--- config.mk ---
export PLATFORM = sky130hd
export DESIGN_NAME = mux_rr_nxw
export DESIGN_NICKNAME = d
export VERILOG_FILES = /design/src/rtl/mux_rr_nxw.sv
export SDC_FILE = /design/constraint.sdc
export NUM_CORES = 1
export LEC_CHECK = 0
export BUFFER_PORTS_ARGS = -buffer_cell sky130_fd_sc_hd__buf_2
export CAP_MARGIN = 10
export CORE_AREA = 2 2 124 126
export CTS_CLUSTER_DIAMETER = 200
export DETAILED_ROUTE_END_ITERATION = 6
export DIE_AREA = 0 0 126 128
export PLACE_DENSITY = 0.69
export SLEW_MARGIN = 40
export SYNTH_ARGS = -nofsm -noshare
export SYNTH_HDL_FRONTEND = slang
export SYNTH_SLANG_ARGS = --single-unit
--- constraint.sdc ---
create_clock -name clk -period 4.55 [get_ports clk]
set_clock_uncertainty 0.1 [all_clocks]
set_input_delay 0.2275 -clock clk [delete_from_list [all_inputs] [get_ports clk]]
set_output_delay 0.2275 -clock clk [all_outputs]
set_load 0.01 [all_outputs]
--- src/rtl/mux_rr_nxw.sv ---
// N-input, W-bit registered selector with per-input valid/ready, round-robin or
// forced selection, and a single-entry output register.
module mux_rr_nxw #(
    parameter int N    = 8,
    parameter int W    = 32,
    parameter int SELW = $clog2(N)
) (
    input  logic            clk,
    input  logic            rst_n,
    input  logic [N-1:0]    in_valid,
    input  logic [N*W-1:0]  in_data,
    output logic [N-1:0]    in_ready,
    input  logic            mode,
    input  logic [SELW-1:0] force_sel,
    output logic            out_valid,
    output logic [W-1:0]    out_data,
    output logic [SELW-1:0] out_src,
    input  logic            out_ready
);

    logic            vld_p0;
    logic [W-1:0]    data_p0;
    logic [SELW-1:0] src_p0;
    logic [SELW-1:0] ptr;

    logic            space;
    logic            accept;
    logic            gnt_any;
    logic [SELW-1:0] gnt_idx;
    logic [N-1:0]    gnt;
    logic [W-1:0]    sel_data;
    logic [SELW:0]   cand;

    function automatic logic [SELW-1:0] wrap_inc(input logic [SELW-1:0] idx);
        logic [SELW-1:0] nxt;
        if (idx == SELW'(N - 1)) begin
            nxt = '0;
        end else begin
            nxt = idx + SELW'(1);
        end
        return nxt;
    endfunction

    // Grant search; the round-robin scan runs from the farthest offset down so
    // the candidate closest to ptr is the one left standing.
    always_comb begin
        gnt_any = 1'b0;
        gnt_idx = '0;
        cand    = '0;
        if (mode) begin
            for (int i = 0; i < N; i++) begin
                if (force_sel == SELW'(i) && in_valid[i]) begin
                    gnt_any = 1'b1;
                    gnt_idx = SELW'(i);
                end
            end
        end else begin
            for (int k = N - 1; k >= 0; k--) begin
                cand = {1'b0, ptr} + (SELW + 1)'(k);
                if (cand >= (SELW + 1)'(N)) begin
                    cand = cand - (SELW + 1)'(N);
                end
                if (in_valid[cand[SELW-1:0]]) begin
                    gnt_any = 1'b1;
                    gnt_idx = cand[SELW-1:0];
                end
            end
        end
    end

    // One-hot grant and a data mux that only ever forwards the granted lane.
    always_comb begin
        gnt      = '0;
        sel_data = '0;
        for (int i = 0; i < N; i++) begin
            if (gnt_any && gnt_idx == SELW'(i)) begin
                gnt[i]   = 1'b1;
                sel_data = in_data[i*W +: W];
            end
        end
    end

    assign space    = ~vld_p0 | out_ready;
    assign accept   = gnt_any & space & rst_n;
    assign in_ready = gnt & {N{space & rst_n}};

    // Stage p0: output register and round-robin pointer
    always_ff @(posedge clk) begin
        if (!rst_n) begin
            vld_p0  <= 1'b0;
            data_p0 <= '0;
            src_p0  <= '0;
            ptr     <= '0;
        end else if (accept) begin
            vld_p0  <= 1'b1;
            data_p0 <= sel_data;
            src_p0  <= gnt_idx;
            ptr     <= wrap_inc(gnt_idx);
        end else if (out_ready) begin
            vld_p0  <= 1'b0;
        end
    end

    assign out_valid = vld_p0;
    assign out_data  = data_p0;
    assign out_src   = src_p0;

endmodule
-- Yosys cells after proc, flatten, opt, wreduce, memory -nomap -nowiden
Index checks and enable logic that the tools add are counted.
- add/subtract/negate cells: 16
- order comparisons: 16
- eq/ne operators: 14
- mux-type cells: 84
- bitwise logic cells: 6
- reduce and logical (&&, ||, !) cells: 19
- operator list (cell ; count):
    32-bit 2-to-1 mux ; 8
    3-bit 2-to-1 mux ; 32
    1-bit 2-to-1 mux ; 36
    3-bit by 4-bit < comparator with 1-bit output (second input constant) ; 8
    4-bit greater-or-equal comparator (second input constant) ; 7
    1-bit binary-select mux with 3-bit select ; 8
    3-bit == test (second input constant) ; 8
    3-bit by 1-bit subtractor with 3-bit output (second input constant) ; 8
    3-bit by 3-bit adder with 4-bit output (second input constant) ; 4
    1-bit logical AND ; 16
    3-bit by 2-bit == test with 1-bit output (second input constant) ; 4
    3-bit by 2-bit adder with 4-bit output (second input constant) ; 2
    8-bit AND ; 1
    3-bit by 1-bit == test with 1-bit output (second input constant) ; 2
    3-bit zero test ; 2
    3-bit by 1-bit adder with 4-bit output (second input constant) ; 1
    3-bit by 4-bit greater-or-equal comparator with 1-bit output (second input constant) ; 1
    3-bit by 1-bit adder with 3-bit output (second input constant) ; 1
    1-bit AND ; 3
    2-bit nonzero test ; 1
    1-bit NOT ; 1
    1-bit OR ; 1
- bits in registers: 39
- bits of input ports: 271
- output and inout bits: 44

-- Logic depth before layout (Yosys ltp)
- depth after elaboration: 25
- gate-level depth with buffers: 21
- depth with buffers taken out: 17

-- Worst setup path before layout
Ideal clock, no wire load.
- path type: reg2reg
- from: register ptr[1]
- to: register data_p0[25], in the netlist out_data[25]
- arrival: 4.345 ns
- data required time: 4.366 ns
- slack: 0.021 ns
- stages on the path, launching flop included: 21
- buffers on the path: 5
- period minus slack after synthesis: 4.529 ns
- path through: dfxtp_1 -> clkbuf_1 -> inv_1 -> ha_1 -> clkbuf_1 -> mux4_2 -> mux2i_1 -> nand2_1 -> nor2_1 -> o211ai_1 -> nor3b_1 -> o21ai_0 -> inv_1 -> ha_1 -> clkbuf_1 -> or2_2 -> clkbuf_1 -> clkbuf_1 -> a21oi_1 -> o221ai_1 -> o31ai_2
- word-level cells in the longest chain between the ends: 25
- elaborated cells on any way between the ends: 99
- those cells by class: add/sub (15); order compare (8); eq/ne (7); mux (58); bitwise (2); reduce/logical (9)
- RTL lines (what ; line ; RTL):
    start, declared ; 24 ; logic [SELW-1:0] ptr;
    start signal, assigned ; 98 ; ptr <= wrap_inc(gnt_idx);
    3-bit by 3-bit adder with 4-bit output ; 59 ; cand = {1'b0, ptr} + (SELW + 1)'(k);
    4-bit greater-or-equal comparator or 3-bit by 1-bit subtractor with 3-bit output (tied branches) ; 60, 61 ;
    3-bit 2-to-1 mux ; 60 ; if (cand >= (SELW + 1)'(N)) begin
    3-bit 2-to-1 mux ; 50 ; if (mode) begin
    1-bit binary-select mux with 3-bit select ; 63 ; if (in_valid[cand[SELW-1:0]]) begin
    1-bit 2-to-1 mux (implied by the code) ; 63 ;
    3-bit 2-to-1 mux (7 in a row) ; 63 ;
    3-bit 2-to-1 mux * ; 63 ;
    3-bit 2-to-1 mux * ; 50 ;
    net gnt_idx[1] ; 29 ; logic [SELW-1:0] gnt_idx;
    3-bit zero test ; 76 ; if (gnt_any && gnt_idx == SELW'(i)) begin
    1-bit logical AND ; 76 ;
    32-bit 2-to-1 mux (7 in a row) ; 76 ;
    32-bit 2-to-1 mux * ; 76 ;
    end signal, assigned ; 96 ; data_p0 <= sel_data;
    end, declared ; 22 ; logic [W-1:0] data_p0;
The timed path passes the listed nets; every way through them passes the cells marked *. The select of a mux whose other input is x is not followed.
A chain may end at the register's enable or synchronous reset.

-- Worst setup path in the final report
- from: register ptr[0]
- to: register data_p0[13], in the netlist out_data[13]
The elaborated chain is that of the path after synthesis.

==> out/qor.yml <==
run_status: "finished clean"
path_cells: "inv_1 -> ha_4 -> mux4_2 -> mux2_2 -> a21oi_1 -> o21ai_0 -> a21oi_1 -> o31ai_2 -> buf_4 -> ha_1 -> ha_1 -> inv_1 -> nor2_1 -> o21ai_4 -> buf_8 -> buf_6 -> o221ai_1 -> o31ai_2"
cts_htree_levels: 2
final.fill_count: 1536
fin_total_pwr_mw: 4.85
synth_fp_nets: 992
total_leakage_power_nw: 3.37
critical_path_data_required_time_ps: 4660
standard_cell_core_area_sq_mm: 0.0149
clock.fmax_mhz: 238
route.antenna.remaining_nets: 0
crit_path_top_delay_cell: "sky130_fd_sc_hd__mux4_2"
hold_violations: 0
syn-mean-instance-area_sq_um: 7.19
layout-drive-gt1-share_pct: 44.4
multi_input_area_sq_mm: 0.00392
die_area_sq_mm: 0.0161
globalplace.congestion: 0.925
yosysSeqAreaShare_pct: 15.2
core.rowCount: 45
synthArstFlopShare_pct: 0
rsz0062_at_grt: "no"
cts-root-to-sink-buffers: 2
layout_worst_path_cycle_share_pct: 92.5
initialDrtViolationCount: 482
grt_start_max_net_pins: 65
fp.dieH_microns: 128
buffer_ports.inserted: 314
maxCapViolCount: 0
post_drt_via_cell_ratio: 5.71
path_max_fanout: 13
cts.hold.buffers_added: 0
drt_drc_violations_left: 0
setup-violations-final: 0
clock_buffer_count_from_cts: 5
synth.cell_area_sq_mm: 0.00512
start_util_pct: 34.5
clock-root-buffer: "sky130_fd_sc_hd__clkbuf_16"
slew_headroom_pct: 47.2
grt_overflow_total: 0
finalMaxSlewViolations: 0
crit_type: "flop to flop"
number_of_detailed_routing_iterations_run_before_antenna_repair: 5
synth-main-ff-cell: "sky130_fd_sc_hd__dfxtp_1"
worst_slew_pin_slew_ps: 793
register_cell_area_after_layout_sq_um: 781
cells_after_synthesis: 713
hpwlAfterDp_mm: 17.5
yosys.cell_types.count: 58
min_path_type: "input pin to flop"
setup.worst_path.start_class: "flop"
grt_usage_pct: 26.8
critical_path_buf_inv_count: 5
wirelength_mm: 23.2
ff2ff_setup_slack_ps: 340
via_count_of_the_first_global_routing_pass: 6226
critPathCaptureType: "flop"
fin_setup_tns_ps: 0
finish.cell_count_without_fillers: 1182
crit_family: "compound AO/OA/AOI/OAI gates"
die_width_microns: 126
post-place-cells: 1170
irDropWorstVdd_v: 0.000387
routed_wire_length_per_instance_microns: 19.6
total_via_count_after_detailed_routing: 6747
fin_crit_ps: 4210
areal_power_density_over_the_cells_mw_per_mm2: 680
cts_tree: "yes"
layout-area-overhead-vs-synth_pct: 39.2
critPathArrivalTime_ps: 4320
synth_enable_flop_cells: 0
top_level_i_o_count: 315
clock_sinks: 39
clk_latency_ps: 290
cts.reportedPaths.clkPinSlew_ps: 70
cpPeakStageDelay_ps: 590
synthesis.yosys.warnings: 0
antenna_found_initial: 3
synth_seq_cells: 39
global_route_wire_length_before_repair_mm: 34.5
finish.net_count: 1270
==> area by class of cell <==
class | instances | share of cell area, %
Antenna cell | 2 | 0.0702
Clock buffer | 6 | 1.81
Clock inverter | 2 | 0.175
Inverter | 46 | 2.42
Multi-Input combinational cell | 559 | 54.9
Sequential cell | 39 | 10.9
Tap cell | 188 | 3.30
Timing Repair Buffer | 340 | 26.4
==> synth_stat cells (all sizes together), types with 3 or more instances <==
master | n | area (sq um)
o221ai | 34 | 304
a2bb2oi | 3 | 26.3
nor2 | 49 | 184
mux2 | 6 | 67.6
ha | 8 | 100
nor3 | 5 | 25.0
o21a | 31 | 233
o2111ai | 3 | 43.8
a211oi | 4 | 35.0
a22oi | 35 | 263
mux2i | 10 | 100
nand2b | 3 | 18.8
o21ai | 72 | 379
o22ai | 3 | 18.8
mux4 | 10 | 233
inv | 46 | 173
and2 | 3 | 18.8
nor2b | 3 | 18.8
nand3 | 8 | 50.1
and3 | 35 | 219
or4 | 3 | 26.3
a21o | 5 | 45.0
dfxtp | 39 | 781
a21oi | 100 | 606
nand2 | 72 | 270
or2 | 3 | 21.3
xor2 | 3 | 26.3
clkbuf | 45 | 169
buf | 24 | 165
o31ai | 32 | 375
==> through the flow <==
stage	setup WS [ps]	utilization [%]	instance area [sq um]	hold WS, ps
2_1_floorplan	21.1	-	5120	324
3_3_place_gp	214	46.4	6890	372
3_5_place_dp	72.9	46.8	6950	381
4_1_cts	49.1	47.7	7090	139
5_1_grt	14.0	48.0	7130	155
6_report	341	48.0	7130	149
==> flip-flops by register name, indices dropped and copies added (netlist names) <==
register   cells
out_data      32
out_src        3
ptr            3
out_valid      1
==> placed cells by master (no fill, tap or decap), types with 7 or more instances in the layout <==
cell type                    n
sky130_fd_sc_hd__buf_2     314
sky130_fd_sc_hd__a21oi_1    72
sky130_fd_sc_hd__nand2_1    72
sky130_fd_sc_hd__o21ai_0    68
sky130_fd_sc_hd__nor2_1     48
sky130_fd_sc_hd__inv_1      46
sky130_fd_sc_hd__dfxtp_1    39
sky130_fd_sc_hd__a22oi_1    35
sky130_fd_sc_hd__and3_1     35
sky130_fd_sc_hd__o221ai_1   33
sky130_fd_sc_hd__o21a_1     31
sky130_fd_sc_hd__o31ai_2    28
sky130_fd_sc_hd__a21oi_2    28
sky130_fd_sc_hd__buf_4      15
sky130_fd_sc_hd__mux4_2     10
sky130_fd_sc_hd__mux2i_1     9
sky130_fd_sc_hd__buf_12      7
==> path summary, 6_finish.rpt <==
check                           cells after the start   startpoint            to
worst max-delay path                               18       ptr[0]  out_data[13]
worst min-delay path                                3  in_data[85]  out_data[21]
worst max register to register                     18       ptr[0]  out_data[13]
worst min register to register                      2  out_data[0]   out_data[0]
==> report_power, final <==
| part | switching (mW) | internal (mW) | leakage [nW] |
|---|---|---|---|
| Clock | 0.168 | 0.203 | 0.0669 |
| Sequential | 0.0696 | 0.451 | 0.322 |
| Combinational | 2.45 | 1.51 | 2.98 |
==> per-layer routing <==
layer / up-vias / wire length, microns / GRT usage (%)
met4: 2 / 595 / 7.95
met3: 41 / 1740 / 4.84
met5: - / 11 / 0
met2: 377 / 11700 / 47.2
met1: 3127 / 9170 / 33.3
li1: 3200 / - / -
==> timing repair <==
item,4_1_cts,5_1_grt
setup buffers,0,2
setup endpoints to repair,0,35
resized for setup,0,9
==> cell families (layout without fill, tap and decap cells) <==
logic type	after synthesis	count (layout)	synth area share, %
simple gates	188	188	17.2
other cells	0	2	0
compound gates	333	333	47.2
fa+ha+maj	8	8	1.95
mux	26	26	7.81
xor+xnor	4	4	0.684
flops	39	39	15.2
buf+inv	115	394	9.89
==> worst min-delay path, stage by stage <==
cell and delay [ps]:
sky130_fd_sc_hd__buf_2 100, sky130_fd_sc_hd__nor2_1 100, sky130_fd_sc_hd__o31ai_1 70
Note: power is estimated with default switching activity, not from simulation.
